### config.mk
export PLATFORM = sky130hd
export DESIGN_NAME = sram_like_to_sram
export DESIGN_NICKNAME = d
export VERILOG_FILES = /design/src/rtl/sram_like_to_sram_pkg.sv /design/src/rtl/sram_like_byte_en.sv /design/src/rtl/sram_like_to_sram.sv
export SDC_FILE = /design/constraint.sdc
export NUM_CORES = 1
export LEC_CHECK = 0
export BUFFER_PORTS_ARGS = -buffer_cell sky130_fd_sc_hd__buf_4
export CORE_MARGIN = 2
export CORE_UTILIZATION = 40
export CTS_CLUSTER_DIAMETER = 80
export DETAILED_ROUTE_END_ITERATION = 12
export GPL_ROUTABILITY_DRIVEN = 0
export GPL_TIMING_DRIVEN = 0
export PLACE_DENSITY_LB_ADDON = 0.12
export SLEW_MARGIN = 25
export SYNTH_ARGS = -nofsm -noshare
export SYNTH_HDL_FRONTEND = slang
export SYNTH_SLANG_ARGS = --single-unit
### constraint.sdc
create_clock -name clk -period 2.7 [get_ports clk]
set_input_delay 0.27 -clock clk [delete_from_list [all_inputs] [get_ports clk]]
set_output_delay 0.27 -clock clk [all_outputs]
set_load 0.03 [all_outputs]
### src/rtl/sram_like_to_sram_pkg.sv
// Shared constants and types for the sram-like to synchronous SRAM bridge.
package sram_like_to_sram_pkg;

  localparam logic RST_ENABLE  = 1'b1;
  localparam logic RST_DISABLE = 1'b0;

  localparam logic [1:0] SIZE_BYTE = 2'd0;
  localparam logic [1:0] SIZE_HALF = 2'd1;
  localparam logic [1:0] SIZE_WORD = 2'd2;
  localparam logic [1:0] SIZE_RSVD = 2'd3;

  localparam int DEPTH = 2;

  typedef enum logic [1:0] {
    ST_EMPTY,
    ST_WAIT_RAM,
    ST_DELAY,
    ST_READY
  } entry_state_e;

endpackage

### src/rtl/sram_like_byte_en.sv
// Byte-lane write-enable decode from transfer size and low address bits.
// Misaligned or reserved-size writes produce no enables at all.
module sram_like_byte_en
  import sram_like_to_sram_pkg::*;
(
  input  logic       wr,
  input  logic [1:0] size,
  input  logic [1:0] addrLo,
  output logic [3:0] wen
);

  // Reads never write; aligned writes enable the lanes covered by the size.
  always_comb begin
    wen = 4'b0000;
    if (wr) begin
      case (size)
        SIZE_BYTE: wen = 4'b0001 << addrLo;
        SIZE_HALF: if (!addrLo[0]) wen = 4'b0011 << addrLo;
        SIZE_WORD: if (addrLo == 2'b00) wen = 4'b1111;
        default:   wen = 4'b0000;
      endcase
    end
  end

endmodule

### src/rtl/sram_like_to_sram.sv
// Bridge from an sram-like (addr_ok/data_ok) master to a one-cycle-latency
// synchronous SRAM, with a two-entry in-order completion queue.
module sram_like_to_sram
  import sram_like_to_sram_pkg::*;
#(
  parameter int RESP_DELAY = 0
) (
  input  logic        clk,
  input  logic        rst,
  input  logic        req,
  input  logic        wr,
  input  logic [1:0]  size,
  input  logic [31:0] addr,
  input  logic [31:0] wdata,
  output logic        addr_ok,
  output logic        data_ok,
  output logic [31:0] rdata,
  output logic        ram_en,
  output logic [3:0]  ram_wen,
  output logic [31:0] ram_addr,
  output logic [31:0] ram_wdata,
  input  logic [31:0] ram_rdata
);

  localparam logic [2:0] DELAY_LOAD = 3'(RESP_DELAY);

  entry_state_e state_q [DEPTH];
  logic [2:0]   cnt_q   [DEPTH];
  logic [31:0]  data_q  [DEPTH];
  logic         isWr_q  [DEPTH];
  logic         head_q;
  logic         tail_q;
  logic [1:0]   count_q;
  logic [1:0]   count_d;
  logic         data_ok_q;
  logic [31:0]  rdata_q;

  logic             accept;
  logic             retire;
  logic [3:0]       wenDec;
  logic [31:0]      headData;
  logic [DEPTH-1:0] entryDone;

  sram_like_byte_en u_byte_en (
    .wr     (wr),
    .size   (size),
    .addrLo (addr[1:0]),
    .wen    (wenDec)
  );

  // Acceptance depends only on queue space, never on the request itself.
  always_comb begin
    addr_ok   = (rst == RST_DISABLE) && (count_q < 2'(DEPTH));
    accept    = req && addr_ok;
    ram_en    = accept;
    ram_wen   = accept ? wenDec : 4'b0000;
    ram_addr  = {addr[31:2], 2'b00};
    ram_wdata = wdata;
    data_ok   = data_ok_q;
    rdata     = rdata_q;
  end

  // An entry may retire at the coming edge if it is READY, or is in its last
  // delay cycle, or (zero delay) is receiving its SRAM data right now.
  always_comb begin
    entryDone = '0;
    for (int i = 0; i < DEPTH; i++) begin
      entryDone[i] = (state_q[i] == ST_READY) ||
                     ((state_q[i] == ST_DELAY) && (cnt_q[i] == 3'd1)) ||
                     ((state_q[i] == ST_WAIT_RAM) && (DELAY_LOAD == 3'd0));
    end
  end

  // Only the head may retire; its data comes straight from the SRAM when it
  // completes in the same cycle the read data arrives.
  always_comb begin
    retire   = entryDone[head_q];
    headData = data_q[head_q];
    if (state_q[head_q] == ST_WAIT_RAM) begin
      headData = isWr_q[head_q] ? 32'h0 : ram_rdata;
    end
    count_d = count_q + {1'b0, accept} - {1'b0, retire};
  end

  // Queue entry state machines, pointers and the registered response outputs.
  always_ff @(posedge clk) begin
    if (rst == RST_ENABLE) begin
      for (int i = 0; i < DEPTH; i++) begin
        state_q[i] <= ST_EMPTY;
        cnt_q[i]   <= 3'd0;
        data_q[i]  <= 32'h0;
        isWr_q[i]  <= 1'b0;
      end
      head_q    <= 1'b0;
      tail_q    <= 1'b0;
      count_q   <= 2'd0;
      data_ok_q <= 1'b0;
      rdata_q   <= 32'h0;
    end else begin
      data_ok_q <= retire;
      if (retire) rdata_q <= headData;
      for (int i = 0; i < DEPTH; i++) begin
        case (state_q[i])
          ST_WAIT_RAM: begin
            data_q[i] <= isWr_q[i] ? 32'h0 : ram_rdata;
            if (DELAY_LOAD == 3'd0) begin
              state_q[i] <= ST_READY;
              cnt_q[i]   <= 3'd0;
            end else begin
              state_q[i] <= ST_DELAY;
              cnt_q[i]   <= DELAY_LOAD;
            end
          end
          ST_DELAY: begin
            cnt_q[i] <= cnt_q[i] - 3'd1;
            if (cnt_q[i] == 3'd1) state_q[i] <= ST_READY;
          end
          default: ;
        endcase
        if (retire && (1'(i) == head_q)) begin
          state_q[i] <= ST_EMPTY;
          cnt_q[i]   <= 3'd0;
        end
        if (accept && (1'(i) == tail_q)) begin
          state_q[i] <= ST_WAIT_RAM;
          isWr_q[i]  <= wr;
          cnt_q[i]   <= 3'd0;
        end
      end
      head_q  <= head_q ^ retire;
      tail_q  <= tail_q ^ accept;
      count_q <= count_d;
    end
  end

endmodule

=== Word-level counts from Yosys, hierarchy flattened ===
Memories as Yosys holds them, arrays and structs flattened. A register that Yosys moved wholly into a read port is not among the register bits.
Index checks and enable logic that the tools add are counted.

* Register bits: 37
* Input bits: 102
* Memory bits (writable): 76
* Output and inout bits: 103
* Memories kept: 4
* Word-level logic and storage cells: 135

{| class="wikitable"
|+ Memories
! name !! words !! width !! rd ports !! clocked after Yosys merged registers in !! write ports !! RTL line !! source
|-
| data_q || 2 || 32 || 1 || 1 || 2 || sram_like_to_sram.sv:29 || <nowiki>logic [31:0] data_q [DEPTH];</nowiki>
|-
| cnt_q || 2 || 3 || 2 || 0 || 2 || sram_like_to_sram.sv:28 || <nowiki>logic [2:0] cnt_q [DEPTH];</nowiki>
|-
| state_q || 2 || 2 || 3 || 1 || 2 || sram_like_to_sram.sv:27 || <nowiki>entry_state_e state_q [DEPTH];</nowiki>
|-
| isWr_q || 2 || 1 || 3 || 1 || 2 || sram_like_to_sram.sv:30 || <nowiki>logic isWr_q [DEPTH];</nowiki>
|}

* Mux-type cells: 68
* Eq/ne operators: 11
* Bitwise logic cells: 25
* Add/subtract/negate cells: 4
* Reduce and logical (&&, ||, !) cells: 14
* $lt $le $gt $ge: 2
* Shift-type cells: 2

{| class="wikitable"
|+ Operator list
! operator !! number
|-
| $mux 32 || 6
|-
| $mux 1 || 41
|-
| $mux 3 || 8
|-
| $or 1x1->1 || 20
|-
| $mux 2 || 8
|-
| $mux 4 || 4
|-
| $pmux 4 s3 || 1
|-
| $eq 2x2->1 const B || 5
|-
| $eq 2x1->1 const B || 4
|-
| $logic_and 1x1->1 || 8
|-
| $eq 3x1->1 const B || 2
|-
| $sub 3x1->3 const B || 2
|-
| $logic_not 2->1 || 2
|-
| $logic_or 1x1->1 || 4
|-
| $shl 1x2->4 const A || 1
|-
| $shl 2x2->4 const A || 1
|-
| $not 1->1 || 3
|-
| $add 2x1->2 || 1
|-
| $lt 1x2->1 const B || 1
|-
| $lt 2x2->1 const B || 1
|-
| $sub 2x1->2 || 1
|-
| $xor 1x1->1 || 2
|}

=== Longest topological paths before layout ===
An unclocked memory read counts as a cell.

* Depth after elaboration: 13
* Gate-level depth with buffers: 13
* Depth with buffers taken out: 11

=== Modules after synthesis ===
Synthesis repeated with hierarchy kept, for this count alone.

* Cells, all modules: 495
* Area total of the unflattened synthesis: 5993.2 um2

{| class="wikitable"
|+ By module, submodules not included
! module !! cells each !! instances !! area each (um2) !! seq. area each (um2)
|-
| sram_like_to_sram || 485 || 1 || 5904.4 || 3022.9
|-
| sram_like_byte_en || 10 || 1 || 88.8 || 0.0
|}

=== Worst setup path before layout ===
Ideal clock, no wire load.

* Path kind: reg2out
* Start: register count_q[1]
* End: output port ram_wen[0]
* Path buffers: 0
* Slack: -0.540 ns
* Cell stages (with the launch flop): 5
* Arrival time: 2.970 ns
* Data required time: 2.430 ns
* Path through: dfxtp_1 nor2_1 and2_1 nand2_1 a2111oi_0

* Longest elaborated chain between the ends: 4

{| class="wikitable"
|+ RTL lines
! element !! RTL line !! source
|-
| from (decl) || sram_like_to_sram.sv:33 || <nowiki>logic [1:0] count_q;</nowiki>
|-
| from (signal assigned) || sram_like_to_sram.sv:132 || <nowiki>count_q <= count_d;</nowiki>
|-
| $lt 2x2->1 || sram_like_to_sram.sv:53 || <nowiki>addr_ok = (rst == RST_DISABLE) && (count_q < 2'(DEPTH));</nowiki>
|-
| $logic_and 1x1->1 || sram_like_to_sram.sv:53 ||
|-
| net addr_ok || sram_like_to_sram.sv:15 || <nowiki>output logic addr_ok,</nowiki>
|-
| $logic_and 1x1->1 || sram_like_to_sram.sv:54 || <nowiki>accept = req && addr_ok;</nowiki>
|-
| net ram_en || sram_like_to_sram.sv:18 || <nowiki>output logic ram_en,</nowiki>
|-
| $mux 4 || sram_like_to_sram.sv:56 || <nowiki>ram_wen = accept ? wenDec : 4'b0000;</nowiki>
|-
| to (decl) || sram_like_to_sram.sv:19 || <nowiki>output logic [3:0] ram_wen,</nowiki>
|}

The timed path passes the listed nets, and every way through them passes these cells.

==> results_dict.tcl <==
set metrics [dict create \
    status "complete, no violations" \
    fin_worst_skew_ns 0.00902 \
    final_nets 767 \
    setup_tns_ns 0 \
    final_hold_viol_count 0 \
    stdcell_count 853 \
    min_period_ns 2.42 \
    synth_cell_type_count 45 \
    hold_class "in2reg" \
    cts_sinks 113 \
    ir_drop_uv 692 \
    die_area_mm2 0.0159 \
    dp_slack_ns 0.0371 \
    routedWlPerCell_um 15.6 \
    drtAntennaViolNets 0 \
    ctsResizeCount 0 \
    post_cts_buffers 0 \
    grtUsageTotal 0.170 \
    max_stage_delay_ns 0.35 \
    area_growth_pct 32.2 \
    power.leakage_nw 3.39 \
    yosys_warnings 0 \
    crit_top_cell "ha_1" \
    wirelength_um 13300 \
    cts_tree "yes" \
    grt_max_degree 21 \
    maxCapViolations 0 \
    synth_area_leaders "edfxtp_1 38%, dfxtp_1 12%, buf_4 8.2%" \
    critPathKind "reg2reg" \
    avgSynthCellArea_um2 12.1 \
    drc 0 \
    num_io_pins 205 \
    n_fill_cell 1264 \
    synth.most_common_cell "edfxtp_1" \
    cts_root_buf "clkbuf_16" \
    grt-ovfl-total 0 \
    hpwlAfterDp_um 9310 \
    grt_setup_unrepaired "no" \
    grt_pass1_wl_um 20900 \
    start_kind "flip-flop" \
    max_freq_mhz 413 \
    multi_input_area_mm2 0.00225 \
    synth-seq-area-share 0.508 \
    synth_commonest_cells "76 x edfxtp_1, 68 x and2_1, 65 x buf_4" \
    ys.flop_type "edfxtp_1" \
    numCtsBuffers 17 \
    antenna_found_initial 0 \
    crit_path_max_fanout 11 \
    grt_pass1_vias 4260 \
    die_w_um 126 \
    arrival_ns 2.70 \
    synthCells 494 \
    fin_crit_sh 0.898 \
    whs_ns 0.158 \
    ys_ff_latch 113 \
    first_iter_violations 151 \
    drv_slew 0 \
    firstDrtPassIters 4 \
    vias 4184 \
    powerDensity_mw_per_mm2 1110 \
    cp_slowest_cell "edfxtp_1" \
    viasPerCell 4.91 \
    htreeDepth 4 \
    row_count 44 \
    cts_hold_buf 0 \
    worstMarginPinSlew_ns 0.801 \
    yosys.area.top_type "edfxtp_1" \
    maxSlewHeadroom 0.466 \
    ys_async_sr_fraction 0 \
    setup_slack_ns 0.276 \
    start_util 0.410 \
    synth.top_cell.area_share 0.383 \
    ff_latch_area_mm2 0.00302 \
    cp.required_ns 2.98 \
    clk_latency_ns 0.41 \
    ctsLongestPathBuffers 2 \
    fp.dieH_um 126 \
    power_mw 8.71 \
    cp-end-kind "flip-flop" \
    final_layout_size_suffix_gt1_frac 0.520 \
    io_buffers 140 \
    path_cells "inv_1 -> ha_1 -> nand3b_1 -> a32o_1 -> buf_2 -> inv_2 -> buf_6 -> ha_1 -> inv_1 -> ha_1 -> xor2_1 -> xnor2_1 -> nor2_1" \
    clk_pin_slew_worst_paths_ns 0.05 \
    setup_violations 0 \
    syn-cell-area_mm2 0.00595 \
    core_area_mm2 0.0145 \
    synth_edf_count 76 \
    antenna_cells 0 \
    dp_cells 821 \
]
-- routing by layer --
layer | GRT usage | up-vias | share of wire
met5 | 0 | - | 0
met4 | 0.0763 | 0 | 0.023
met3 | 0.0497 | 24 | 0.062
met2 | 0.287 | 157 | 0.49
met1 | 0.200 | 1979 | 0.42
li1 | - | 2024 | -
-- cell families after synthesis --
kind of cell	synth area share
compound gates	0.100
xor+xnor	0.00883
fa+ha+maj	0.0189
buf+inv	0.117
flops	0.508
mux	0.0605
other cells	0.000630
simple gates	0.186
-- power by group --
| group | internal (mW) | switching (mW) | total (mW) |
|---|---|---|---|
| Sequential | 2.54 | 0.227 | 2.76 |
| Clock | 1.34 | 0.737 | 2.07 |
| Combinational | 1.59 | 2.29 | 3.88 |
-- stage by stage --
| stage | cell area (µm²) | util |
|---|---|---|
| after detailed placement | 7310 | 0.503 |
| after global placement | 7250 | 0.499 |
| after CTS | 7870 | 0.541 |
| after global routing | 7870 | 0.542 |
| final | 7870 | 0.542 |
| after floorplan | 5960 | - |
-- final cells by class --
class / count / share of cell area
timing repair buffer: 142 / 0.141
sequential: 113 / 0.384
multi-input combinational: 276 / 0.285
inverter: 13 / 0.00620
clock buffer: 28 / 0.0682
clock inverter: 4 / 0.00286
tap: 184 / 0.0292
buffer: 93 / 0.0835
-- worst max-delay path: cells and delay by family, from the launching register on --
kind	cells	cell delay, ns
buffers and inverters	5	0.63
adder cells (fa/ha/maj)	3	0.55
flip-flops	1	0.35
XOR/XNOR	2	0.31
AO/OA/AOI/OAI	1	0.28
AND/OR/NAND/NOR	2	0.17
-- final timing paths --
check | to | start | slack (ns) | depth (start not counted)
setup / recovery | count_q[1] | cnt_q[1][1] | 0.28 | 13
hold / removal | data_q[1][30] | ram_rdata[30] | 0.16 | 2
setup reg to reg | count_q[1] | cnt_q[1][1] | 0.28 | 13
hold reg to reg | rdata[7] | rdata[7] | 0.49 | 2
-- cell usage in the layout, fill, tap and decap left out, drive strengths merged, types with 4 or more instances in the layout --
master | synthesis | final
buf | 76 | 218
edfxtp | 76 | 76
and2 | 68 | 68
nor2 | 51 | 51
clkbuf | 17 | 45
dfxtp | 37 | 37
nor3 | 37 | 37
a221oi | 33 | 33
mux2 | 32 | 32
inv | 13 | 13
ha | 9 | 9
o21ai | 4 | 4
nand2b | 4 | 4
-- flip-flops by register name, indices dropped and copies added (netlist names) --
register,flops
data_q,64
rdata,32
head_q,1
state_q,4
cnt_q,6
isWr_q,2
tail_q,1
data_ok,1
count_q,2
(Power assumes the default switching activity.)
